## src/rtl/host_link_pkg.sv

```systemverilog
// host_link_pkg: shared state encodings and framing constants for the host command link
package host_link_pkg;
  typedef enum logic [1:0] {BYTE0, BYTE1, BYTE2, HOLD} asm_state_t;
  typedef enum logic [1:0] {TX_IDLE, TX_START, TX_DATA, TX_STOP} tx_state_t;
  localparam int CMD_BYTES = 3;
  localparam int FRAME_BITS = 10;
endpackage

```

## src/rtl/uart_rx_byte.sv

```systemverilog
// uart_rx_byte: 8N1 receiver with input synchroniser, mid-bit sampling and framing check
module uart_rx_byte
  import host_link_pkg::*;
#(
  parameter int BAUD_DIV = 2604
) (
  input  logic       clk,
  input  logic       rst,
  input  logic       rx,
  output logic [7:0] data,
  output logic       byte_vld,
  output logic       frm_err,
  output logic       rx_idle
);
  localparam int CW = $clog2(BAUD_DIV + 1);
  localparam logic [CW-1:0] HALF = CW'(BAUD_DIV / 2 - 1);
  localparam logic [CW-1:0] FULL = CW'(BAUD_DIV - 1);
  logic rx_s1, rx_s2, busy, smp;
  logic [CW-1:0] cnt;
  logic [3:0] bit_idx;
  assign smp = busy && cnt == (bit_idx == 4'd0 ? HALF : FULL);
  assign rx_idle = !busy;
  // synchronise RX, detect start, sample start/data/stop at bit centres
  always_ff @(posedge clk) begin
    if (rst) begin
      rx_s1 <= 1'b1;
      rx_s2 <= 1'b1;
      busy <= 1'b0;
      cnt <= '0;
      bit_idx <= '0;
      data <= '0;
      byte_vld <= 1'b0;
      frm_err <= 1'b0;
    end else begin
      rx_s1 <= rx;
      rx_s2 <= rx_s1;
      byte_vld <= 1'b0;
      frm_err <= 1'b0;
      if (!busy) begin
        busy <= !rx_s2;
        cnt <= '0;
        bit_idx <= '0;
      end else if (!smp) begin
        cnt <= cnt + 1'b1;
      end else begin
        cnt <= '0;
        bit_idx <= bit_idx + 1'b1;
        if (bit_idx == 4'd0) busy <= !rx_s2;
        else if (bit_idx == 4'(FRAME_BITS - 1)) begin
          busy <= 1'b0;
          byte_vld <= rx_s2;
          frm_err <= !rx_s2;
        end else data <= {rx_s2, data[7:1]};
      end
    end
  end
endmodule

```

## src/rtl/host_cmd_link.sv

```systemverilog
// host_cmd_link: UART endpoint assembling 3-byte host commands and serialising response bytes
module host_cmd_link
  import host_link_pkg::*;
#(
  parameter int BAUD_DIV = 2604,
  parameter int TIMEOUT_BITS = 20
) (
  input  logic                     clk,
  input  logic                     rst,
  input  logic                     RX,
  output logic                     TX,
  output logic [8*CMD_BYTES-1:0]   cmd,
  output logic                     cmd_rdy,
  input  logic                     clr_cmd_rdy,
  input  logic [7:0]               resp_data,
  input  logic                     send_resp,
  output logic                     resp_sent,
  output logic                     tx_busy,
  output logic                     frm_err,
  output logic                     ovr_err
);
  localparam int CW = $clog2(BAUD_DIV + 1);
  localparam int TW = $clog2(TIMEOUT_BITS * BAUD_DIV + 1);
  localparam logic [CW-1:0] FULL = CW'(BAUD_DIV - 1);
  localparam logic [TW-1:0] TO_LIM = TW'(TIMEOUT_BITS * BAUD_DIV - 1);
  asm_state_t asm_q, asm_d;
  tx_state_t tx_q, tx_d;
  logic [7:0] rx_data, tx_sh;
  logic byte_vld, rx_idle, partial, timeout, tx_tick;
  logic [TW-1:0] to_cnt;
  logic [CW-1:0] tx_cnt;
  logic [2:0] tx_bit;

  uart_rx_byte #(.BAUD_DIV(BAUD_DIV)) u_rx (
    .clk(clk),
    .rst(rst),
    .rx(RX),
    .data(rx_data),
    .byte_vld(byte_vld),
    .frm_err(frm_err),
    .rx_idle(rx_idle)
  );

  assign partial = asm_q == BYTE1 || asm_q == BYTE2;
  assign timeout = partial && rx_idle && to_cnt == TO_LIM;
  assign cmd_rdy = asm_q == HOLD;
  assign tx_tick = tx_cnt == FULL;
  assign tx_busy = tx_q != TX_IDLE;
  assign TX = tx_q == TX_START ? 1'b0 : tx_q == TX_DATA ? tx_sh[0] : 1'b1;

  // command assembly next state; a clear in HOLD takes priority over an incoming byte
  always_comb begin
    asm_d = asm_q;
    case (asm_q)
      BYTE0:   asm_d = byte_vld ? BYTE1 : BYTE0;
      BYTE1:   asm_d = byte_vld ? BYTE2 : timeout ? BYTE0 : BYTE1;
      BYTE2:   asm_d = byte_vld ? HOLD : timeout ? BYTE0 : BYTE2;
      default: asm_d = clr_cmd_rdy ? (byte_vld ? BYTE1 : BYTE0) : HOLD;
    endcase
  end

  // assembly state, command bytes, overrun flag and inter-byte idle timer
  always_ff @(posedge clk) begin
    if (rst) begin
      asm_q <= BYTE0;
      cmd <= '0;
      ovr_err <= 1'b0;
      to_cnt <= '0;
    end else begin
      asm_q <= asm_d;
      ovr_err <= asm_q == HOLD && byte_vld && !clr_cmd_rdy;
      to_cnt <= (partial && asm_d == asm_q && rx_idle) ? to_cnt + 1'b1 : '0;
      if (byte_vld && (asm_q == BYTE0 || (asm_q == HOLD && clr_cmd_rdy))) cmd[23:16] <= rx_data;
      if (byte_vld && asm_q == BYTE1) cmd[15:8] <= rx_data;
      if (byte_vld && asm_q == BYTE2) cmd[7:0] <= rx_data;
    end
  end

  // transmitter next state; every frame bit lasts one full bit period
  always_comb begin
    tx_d = tx_q;
    case (tx_q)
      TX_IDLE:  tx_d = send_resp ? TX_START : TX_IDLE;
      TX_START: tx_d = tx_tick ? TX_DATA : TX_START;
      TX_DATA:  tx_d = (tx_tick && tx_bit == 3'd7) ? TX_STOP : TX_DATA;
      default:  tx_d = tx_tick ? TX_IDLE : TX_STOP;
    endcase
  end

  // transmitter state, bit timer, shift register and completion pulse
  always_ff @(posedge clk) begin
    if (rst) begin
      tx_q <= TX_IDLE;
      tx_cnt <= '0;
      tx_bit <= '0;
      tx_sh <= '0;
      resp_sent <= 1'b0;
    end else begin
      tx_q <= tx_d;
      tx_cnt <= (tx_q == TX_IDLE || tx_tick) ? '0 : tx_cnt + 1'b1;
      resp_sent <= tx_q == TX_STOP && tx_tick;
      if (tx_q == TX_IDLE && send_resp) tx_sh <= resp_data;
      if (tx_q == TX_DATA && tx_tick) begin
        tx_sh <= tx_sh >> 1;
        tx_bit <= tx_bit + 1'b1;
      end
    end
  end
endmodule

```

## config.mk

```make
export PLATFORM = sky130hd
export DESIGN_NAME = host_cmd_link
export DESIGN_NICKNAME = d
export VERILOG_FILES = /design/src/rtl/host_link_pkg.sv /design/src/rtl/uart_rx_byte.sv /design/src/rtl/host_cmd_link.sv
export SDC_FILE = /design/constraint.sdc
export NUM_CORES = 1
export LEC_CHECK = 0
export BUFFER_PORTS_ARGS = -buffer_cell sky130_fd_sc_hd__clkbuf_2
export CAP_MARGIN = 0
export CORE_UTILIZATION = 35
export DETAILED_ROUTE_END_ITERATION = 6
export REMOVE_ABC_BUFFERS = 1
export SLEW_MARGIN = 5
export SYNTH_ARGS = -nofsm -noshare
export SYNTH_HDL_FRONTEND = slang
export SYNTH_SLANG_ARGS = --single-unit
```

## constraint.sdc

```tcl
create_clock -name clk -period 2.4 [get_ports clk]
set_clock_uncertainty 0.15 [all_clocks]
set_input_delay 0.48 -clock clk [delete_from_list [all_inputs] [get_ports clk]]
set_output_delay 0.48 -clock clk [all_outputs]
set_load 0.05 [all_outputs]
```

* Yosys cells after proc, flatten, opt, wreduce, memory -nomap -nowiden
Cells that the tools add are included.
** Word-level totals
- Register bits after elaboration :: 98
- Logic and storage cells :: 96
- Input port bits :: 13
** Operators by class
- Multiplexer cells :: 21
- Add/sub/neg operators :: 5
- Reductions and logical operators :: 33
- Equal/unequal tests :: 12
- Bitwise gates (word level) :: 5
** Operator list (count)
- $add A12 B1 Y12 const B :: 2
- $add A16 B1 Y16 const B :: 1
- $eq A16 B16 Y1 const B :: 1
- $logic_and A1 B1 Y1 :: 15
- $mux W7 :: 2
- $eq A12 B12 Y1 :: 1
- $eq A12 B12 Y1 const B :: 1
- $mux W12 :: 1
- $mux W2 :: 6
- $pmux W2 S3 :: 2
- $mux W1 :: 10
- $eq A2 B2 Y1 const B :: 4
- $reduce_or A2 Y1 :: 4
- $not A1 Y1 :: 5
- $reduce_or A5 Y1 :: 1
- $add A4 B1 Y4 const B :: 1
- $eq A2 B1 Y1 const B :: 2
- $eq A4 B4 Y1 const B :: 1
- $logic_not A2 Y1 :: 2
- $logic_not A4 Y1 :: 1
- $reduce_and A4 Y1 :: 1
- $reduce_bool A2 Y1 :: 2
- $add A3 B1 Y3 const B :: 1
- $eq A3 B3 Y1 const B :: 1
- other kinds (4) :: 8

* Logic depth before layout (Yosys ltp)
Gate-level depths: netlist (run 1).
- Depth in word-level cells :: 12
- Depth in mapped cells :: 10
- Depth with buffers taken out :: 7

* Hierarchy
From an unflattened synthesis (run 1), not the netlist that was laid out.
** Second synthesis, totals
- Cells, all modules :: 468
- Area, all modules :: 4330.4 um^2
** By module, submodules not included
- host_cmd_link :: times used 1, cells an instance 339, area an instance 3069.2 um^2, sequential area each 1381.3 um^2
- uart_rx_byte :: times used 1, cells an instance 129, area an instance 1261.2 um^2, sequential area each 580.6 um^2

* Worst setup path after synthesis (run 1)
Ideal clock, no wire load.
- Path type :: reg-to-reg
- From :: register asm_q[1]
- To :: register to_cnt[9]
- Buffers on the path :: 3
- Slack :: -0.298 ns
- Library setup time :: 0.064 ns
- Period minus slack after synthesis :: 2.698 ns
- Data arrival time :: 2.484 ns
- Cell stages (with the launch flop) :: 10
- Cell sequence :: dfxtp_1 ha_1 buf_2 nor2b_1 o32a_1 o211ai_1 or4_1 buf_2 buf_6 nor2_1
** Between the ends
- Longest elaborated chain between the ends :: 12
- Elaborated cells on any way between the ends :: 16
- Those cells by class :: eq/ne: 3; mux: 5; bitwise: 1; reduce/logical: 7
** RTL lines
- start, declared :: line host_cmd_link.sv:26 : asm_state_t asm_q, asm_d;
- start signal, assigned :: line host_cmd_link.sv:70 : asm_q <= asm_d;
- $eq A2 B1 Y1 or $eq A2 B2 Y1 (tied branches) :: line host_cmd_link.sv:44, host_cmd_link.sv:54
- $logic_or A1 B1 Y1 :: line host_cmd_link.sv:44 : assign partial = asm_q == BYTE1 || asm_q == BYTE2;
- $logic_and A1 B1 Y1 (2 in a row) :: line host_cmd_link.sv:45 : assign timeout = partial && rx_idle && to_cnt == TO_LIM;
- $mux W1 or $mux W2 (tied branches) :: line host_cmd_link.sv:56, host_cmd_link.sv:57
- $mux W2, on equally long branches :: line host_cmd_link.sv:56, host_cmd_link.sv:57
- $pmux W2 S3 :: line host_cmd_link.sv:54 : case (asm_q)
- $eq A2 B2 Y1 :: line host_cmd_link.sv:72 : to_cnt <= (partial && asm_d == asm_q && rx_idle) ? to_cnt + 1'b1 : '0;
- $logic_and A1 B1 Y1 (*) (2 in a row) :: line host_cmd_link.sv:72
- $not A1 Y1 (no source line) (*)
- $reduce_or A2 Y1 (no source line) (*)
- end signal, assigned :: line host_cmd_link.sv:72
- end, declared :: line host_cmd_link.sv:30 : logic [TW-1:0] to_cnt;
Mark *: on every way between the ends. The rest lies on a longest branch, timed or not.
A chain may end at the register's enable or synchronous reset.

* Final worst setup path (run 1)
- From :: register asm_q[1]
- To :: register to_cnt[14]
The elaborated chain is that of the path after synthesis.

==> metrics.md, run 1 <==
| Metric | Value |
|---|---|
| Tmin final | 2450 ps |
| Fin cells | a little under 700 |
| Crit path DAT | approximately 2600 ps |
| Fill cells | between 1,000 and 1,500 |
| GP Congestion | approximately 0.82 |
| Max VDD drop | roughly 370 µV |
| Max Buffers Root-to-Sink | 2 |
| Internal Dissipation | about 0.0026 W |
| Max Cap Viol | 0 |
| Synthesis-to-layout area growth | 24.1% |
| Pre-CTS setup slack | -18.4 ps |
| Worst setup EP type | flip-flop |
| P_sw | about 0.00066 W |
| Clock slew at reported path FFs | 60 ps |
| Clk Latency, worst-skew pair | approximately 340 ps |
| Initial Util | a little over a third |
| Synth cell count leaders | 98 x dfxtp_1, 81 x nor2_1, 39 x nand2_1, 30 x nand3_1, 27 x a21oi_1 |
| Core area | between 10,000 and 15,000 µm² |
| Reg-to-reg slack, setup | -50 ps |
| Final Max Tran Viols | 0 |
| R2r startpoint | asm_q[1] |
| Crit path max-delay family | simple AND/OR/NAND/NOR gates |
| Area leader, netlist | dfxtp_1 |
| Total GRT Usage | 14.1% |
| Ant diodes | 0 |
| I/O Buffers | 42 |
| Die Y-Extent | between 100 and 150 µm |
| Flop pwr share | between 50% and 60% |
| Switching Share | around a fifth |
| Crit share post-route | 102% |
| Largest cells by area after synthesis | dfxtp_1 46%, nor2_1 7.1%, mux2i_1 6.1%, xor2_1 4.5%, ha_1 3.5% |
| CP Max Fanout | 9 |
| Vias in the first global route | between 3,000 and 4,000 |
| Final setup vio count | 16 |
| Synth cell types | between 40 and 50 |
| First-pass GRT wire length | between 10,000 and 15,000 µm |
| Critical Path Source | asm_q[1] |
| Power, Total | around 0.0032 W |
| Yosys warnings | 0 |
| Die area | 12,700 µm² |
| Hold_sp | RX |
| Detailed Place HPWL | 5890 µm |
| Logic pwr share | under 10% |
| Worst min path class | primary input to flip-flop |
| Violated checks | setup timing |
| Initial DRT Pass Iterations | 4 |
| Drt wl/cell | between 10 and 15 µm |
| Syn Std Cell Area | around 4300 µm² |
| # IOs | 43 |
| DRT iter0 DRCs | between 150 and 200 |
| Slew Limit Headroom | 61.3% |
| Part of the power in the clock network | a little under half |
| Cells after DPL | 665 |
| Status | complete, but fails checks |
| Hold slack | 221 ps |
| Count leader, synth | dfxtp_1 |
| Max frequency | a little over 0.4 GHz |
| Grt ovf | 0 |
| Remaining DRCs | 0 |
| Top_reg_cell synth | dfxtp_1 |
| CTS sink cnt | around 100 |
| Avg Inst Size Synth | 9.01 µm² |
| Layout cell share with drive strength beyond 1 | about 23% |
| Post-layout util | 44.4% |
| Worst-margin pin slew | 577 ps |
| Hold path cells | 2 |
| FFs w/ async S/R, synth | 0% |
| Cts hold-fix bufs | 0 |
| Reg2Reg Depth | 9 |
| Area share of the largest cell type after synthesis | ~46% |
| Via count | 3,380 |
| Final WL | just under 9000 µm |
| Root Buffer | clkbuf_16 |
| Routed Antenna Nets | 0 |
| Static leakage | between 1.5 and 2 nW |
| Critical path required time | around 2500 ps |
| Buffers & Inverters on Critical Path | 3 |
| Final Hold Fails | 0 |
| Sequential-to-total area share from yosys stat | 45.9% |
| Die Span X | approximately 110 µm |
| WHS Endpoint | u_rx.rx_s1 |
| Vias/cell | roughly 4.9 |
| Crit-path cells | buf_6, ha_4, buf_4, nor2b_2, o32a_1, o211ai_1, or4_4, buf_12, nor2_4 |
| Number of synthesized register bits | 98 |
| R2r endpoint | to_cnt[14] |
| Synth Instances | about 480 |
| Number of synthesized flops with an enable pin | 0 |
| Antenna violations before repair | 0 |
| CTS tree | yes |
| Largest net degree at the start of global routing | 47 |
| CP max stage delay | around 600 ps |
| CTS Buf Count | 9 |
| Crit path max-delay cell type | or4_4 |
| CTS H-tree lvls | 3 |
| Row cnt | 40 |
| Crit start category | flip-flop |
| Classification of the worst setup path | flip-flop to flip-flop |
| Nets | between 500 and 600 |
| RSZ-0062 raised after global routing | true |
| Cell Pwr Density | 606 nW/µm² |
| Final worst slack | -50.7 ps |
==> kinds of logic (layout without fill, tap and decap cells) <==
logic type | Yosys count | after routing | synth area share (%)
buffers and inverters | 34 | 96 | 3.33
adder cells (fa/ha/maj) | 12 | 12 | 3.51
flip-flops | 98 | 98 | 45.9
AO/OA/AOI/OAI | 51 | 51 | 8.07
XOR/XNOR | 39 | 39 | 7.98
multiplexers | 26 | 26 | 6.08
AND/OR/NAND/NOR | 215 | 215 | 25.2
==> repair_timing <==
action | CTS | global route
gates cloned | 0 | 1
buffers inserted | 0 | 3
gates resized for setup | 5 | 52
endpoints found under the setup margin | 16 | 18
endpoints found under the hold margin | 0 | 0
pin swaps | 0 | 20
==> stage by stage <==
step           TNS (ps)  instance area, µm²
6_report           -704                5310
5_1_grt           -1800                5310
4_1_cts               0                5080
3_5_place_dp       -151                4750
3_3_place_gp          0                4750
2_1_floorplan     -3630                4190
==> state kept, by name, indices dropped and copies added, names as in the netlist, 2 cells and up <==
name and flops:
u_rx.data 8, tx_bit 3, tx_sh 8, to_cnt 16
tx_cnt 12, asm_q 2, cmd 24, u_rx.cnt 12
u_rx.bit_idx 4, tx_q 2
==> cell type report <==
type | count | area, µm² | share of cell area, %
clock buffer | 12 | 267 | 5.02
clock inverter | 3 | 47.5 | 0.895
sequential | 98 | 1970 | 37.1
multi-input combinational | 343 | 2350 | 44.3
timing repair buffer | 66 | 430 | 8.11
tap | 147 | 184 | 3.46
inverter | 15 | 61.3 | 1.15
==> how the worst max path moves through the flow <==
stage                 endpoint  cells after the start
floorplan           to_cnt[10]                      6
global placement     to_cnt[9]                      8
detailed placement  to_cnt[15]                      8
CTS                 to_cnt[14]                      8
global route        to_cnt[14]                      9
finish              to_cnt[14]                      9
==> power groups by stage <==
stage | clock [W] | sequential (W) | combinational (W)
floorplan | 0 | 0.00169 | 0.0000429
global placement | 0 | 0.00169 | 0.0000785
detailed placement | 0 | 0.00169 | 0.0000794
CTS | 0.00153 | 0.00165 | 0.0000804
global route | 0.00161 | 0.00165 | 0.0000878
finish | 0.00149 | 0.00165 | 0.0000798
==> cells in the final DEF (no fill, tap or decap), types with 2 or more instances in the layout <==
| cell type | netlist | layout |
|---|---|---|
| a211oi_1 | 8 | 8 |
| a21oi_1 | 27 | 27 |
| a221oi_1 | 3 | 2 |
| and2_1 | 3 | 3 |
| and3_1 | 10 | 10 |
| and4_1 | 2 | 2 |
| buf_12 | 0 | 2 |
| buf_4 | 0 | 19 |
| buf_6 | 1 | 2 |
| clkbuf_16 | 0 | 9 |
| clkbuf_2 | 0 | 42 |
| clkbuf_8 | 0 | 3 |
| clkinv_4 | 0 | 2 |
| dfxtp_1 | 98 | 95 |
| dfxtp_4 | 0 | 2 |
| ha_1 | 12 | 8 |
| ha_4 | 0 | 3 |
| inv_1 | 15 | 13 |
| inv_4 | 0 | 2 |
| mux2i_1 | 26 | 26 |
| nand2_1 | 39 | 39 |
| nand2b_1 | 8 | 8 |
| nand3_1 | 30 | 30 |
| nand3b_1 | 3 | 3 |
| nand4_1 | 9 | 9 |
| nand4b_1 | 2 | 2 |
| nand4bb_1 | 2 | 2 |
| nor2_1 | 81 | 69 |
| nor2_2 | 0 | 2 |
| nor2_4 | 0 | 10 |
| nor3_1 | 6 | 6 |
| nor3b_1 | 2 | 2 |
| nor3b_2 | 2 | 2 |
| nor4_4 | 1 | 2 |
| o211ai_1 | 2 | 2 |
| or2_2 | 4 | 4 |
| or3_1 | 2 | 2 |
| or4_4 | 1 | 2 |
| xnor2_1 | 17 | 17 |
| xor2_1 | 22 | 22 |
==> per-layer routing <==
layer,vias up,wire length (µm),GRT usage (%),share of wire (%)
met5,-,0,0,0
met2,45,4210,23.9,48
li1,1741,-,-,-
met4,0,104,6.76,1.2
met3,10,270,2.97,3.1
met1,1584,4110,16.9,47
No activity file was read; power rests on OpenSTA's default activity.
==> inputs of run 2 (changes only) <==
==> constraint.sdc (replaced) <==
create_clock -name clk -period 2.4 [get_ports clk]
set_clock_uncertainty 0.15 [all_clocks]
set_input_delay 0.36 -clock clk [delete_from_list [all_inputs] [get_ports clk]]
set_output_delay 0.36 -clock clk [all_outputs]
set_load 0.05 [all_outputs]
==> run 2 against run 1 <==
The run now ends clean. Worst hold slack lost 130 ps. Highest routed layer unchanged. Wire length decreased by 3.8%. Sequential power barely moved. Critical endpoint is now to_cnt[3].
==> metrics.md, run 2 (synthesized netlist as in run 1, its figures left out) <==
| Metric | Value |
|---|---|
| Static leakage | 1.93 nW (-1.5%) |
| Layout cell share with drive strength beyond 1 | 19.3% (-3.3 points) |
| CTS tree | yes |
| Setup bufs post-CTS | 0 (unchanged) |
| Crit share post-route | 97.6% (-4.6 points) |
| Status | complete, no violations |
| Classification of the worst setup path | flip-flop to flip-flop |
| Max Buffers Root-to-Sink | 2 (unchanged) |
| Initial Util | 35.8% (unchanged) |
| Total GRT Usage | 13.6% (-0.51 points) |
| Ant diodes | 0 (unchanged) |
| Final Max Tran Viols | 0 (unchanged) |
| Final WL | 8370 µm (-3.8%) |
| Part of the power in the clock network | 46.0% (-0.3 points) |
| Worst setup EP type | flip-flop |
| Worst min path class | primary input to flip-flop |
| Most common cell after layout, fill and taps aside | dfxtp_1 |
| Routed Antenna Nets | 0 (unchanged) |
| Die area | 12,700 µm² (unchanged) |
| Root Buffer | clkbuf_16 |
| Switching Share | 21.4% (+0.98 points) |
| Logic pwr share | 2.5% (about the same) |
| Vias/cell | 4.98 (+0.74%) |
| CTS Buf Count | 9 (unchanged) |
| DRT iter0 DRCs | 203 (+12%) |
| Crit path max-delay family | simple AND/OR/NAND/NOR gates |
| Tmin final | 2340 ps (-109 ps) |
| Crit path DAT | 2460 ps (-120 ps) |
| Drt wl/cell | 12.3 µm (-3.5%) |
| P_sw | 0.000687 W (+4.4%) |
| Nets | 555 (-0.54%) |
| Crit path max-delay cell type | or4b_4 |
| CP max stage delay | 560 ps (-40 ps) |
| Final Hold Fails | 0 (unchanged) |
| Via count | 3,395 (+0.44%) |
| Slew Limit Headroom | 66.3% (+5.1 points) |
| Hold_sp | RX |
| Placed cell area | 4750 µm² (unchanged) |
| Max FFs per register | 24 (unchanged) |
| Critical path required time | 2520 ps (about the same) |
| Internal Dissipation | 0.00252 W (-1.6%) |
| CTS sink cnt | 98 (unchanged) |
| Antenna violations before repair | 0 (unchanged) |
| Crit-path cells | inv_1, ha_1, or4b_4, o311ai_2, a31oi_1, or4_4, buf_6, nor2_1 |
| Design Area, Final | 5140 µm² (-3.3%) |
| Clock slew at reported path FFs | 70 ps (about the same) |
| Vias in the first global route | 3,176 (-2.4%) |
| R2r startpoint | asm_q[0] |
| Final setup vio count | 0 (-16) |
| Die Y-Extent | 113 µm (unchanged) |
| Largest net degree at the start of global routing | 47 (unchanged) |
| Initial DRT Pass Iterations | 4 (unchanged) |
| Core area | 12,000 µm² (unchanged) |
| Max Cap Viol | 0 (unchanged) |
| Worst-margin pin slew | 501 ps (-75.3 ps) |
| Crit start category | flip-flop |
| Detailed Place HPWL | 5970 µm (+1.2%) |
| Grt ovf | 0 (unchanged) |
| Clk Latency, worst-skew pair | 340 ps (about the same) |
| Top flop regs | cmd: 24 flops, to_cnt: 16 flops |
| Max frequency | 0.427 GHz (+4.7%) |
| Remaining DRCs | 0 (unchanged) |
| GP Congestion | 0.837 (+2.2%) |
| I/O Buffers | 42 (unchanged) |
| Cts hold-fix bufs | 0 (unchanged) |
| Buffers & Inverters on Critical Path | 2 (-1) |
| Register name with the most flops | cmd |
| # IOs | 43 (unchanged) |
| Cell Pwr Density | 624 nW/µm² (+3.0%) |
| Hold slack | 93.4 ps (-127 ps) |
| Flop pwr share | 51.5% (+0.3 points) |
| Power, Total | 0.00321 W (-0.33%) |
| Synthesis-to-layout area growth | 20.1% |
| Commonest cells after routing, fill and taps aside | 95 x dfxtp_1, 81 x nor2_1, 42 x clkbuf_2 |
| CP Max Fanout | 8 (-1) |
| First-pass GRT wire length | 14,200 µm (-2.0%) |
| Max VDD drop | 414 µV (+13%) |
| CTS H-tree lvls | 3 (unchanged) |
| Critical Path Source | asm_q[0] |
| Row cnt | 40 (unchanged) |
| Die Span X | 113 µm (unchanged) |
-- run 2: power groups by stage --
stage	registers (W)	clock network (W)	logic, W
final	0.00165	0.00148	0.0000799
after global routing	0.00165	0.00157	0.0000887
after CTS	0.00165	0.00151	0.0000812
after detailed placement	0.00169	0	0.0000803
after global placement	0.00169	0	0.0000788
after floorplan	0.00169	0	0.0000429
-- run 2: per-layer routing --
layer	share of wire, %	track usage (%)	routed length [µm]	vias up
li1	-	-	-	1735
met1	49	17.4	4100	1594
met2	47	22.8	3950	55
met3	2.6	2.92	214	11
met4	1.3	4.27	107	0
met5	0	0	0	-
-- run 2: layout make-up --
type / count / area, µm²
fillers: 1168 / 6820
multi-input cells: 343 / 2220
flip-flops and latches: 98 / 1970
repair buffers: 63 / 395
clock buffers: 10 / 239
well taps: 147 / 184
clock inverters: 6 / 73.8
inverters: 15 / 56.3
-- run 2: metrics by stage --
step / TNS [ps] / setup WS [ps] / util, % / cells
global route: -75.3 / -32.3 / 42.9 / 682
CTS: 0 / 27.3 / 42.5 / 681
global placement: 0 / 29.4 / 39.7 / 665
floorplan: -3630 / -228 / - / 456
detailed placement: -413 / -44.6 / 39.7 / 665
finish: 0 / 58.7 / 42.9 / 682
-- run 2: worst paths after layout --
| kind | end | slack [ps] | cells past startpoint |
|---|---|---|---|
| worst max-delay path | to_cnt[3] | 60 | 8 |
| worst min-delay path | u_rx.rx_s1 | 90 | 2 |
| worst max register to register | to_cnt[3] | 60 | 8 |
| worst min register to register | u_rx.rx_s2 | 260 | 1 |
-- run 2: timing repair --
| action | in CTS | in global routing |
|---|---|---|
| pin swaps | 0 | 3 |
| resized for setup | 6 | 15 |
| gates cloned | 0 | 1 |
| setup endpoints to repair | 16 | 19 |
| endpoints found under the hold margin | 0 | 0 |
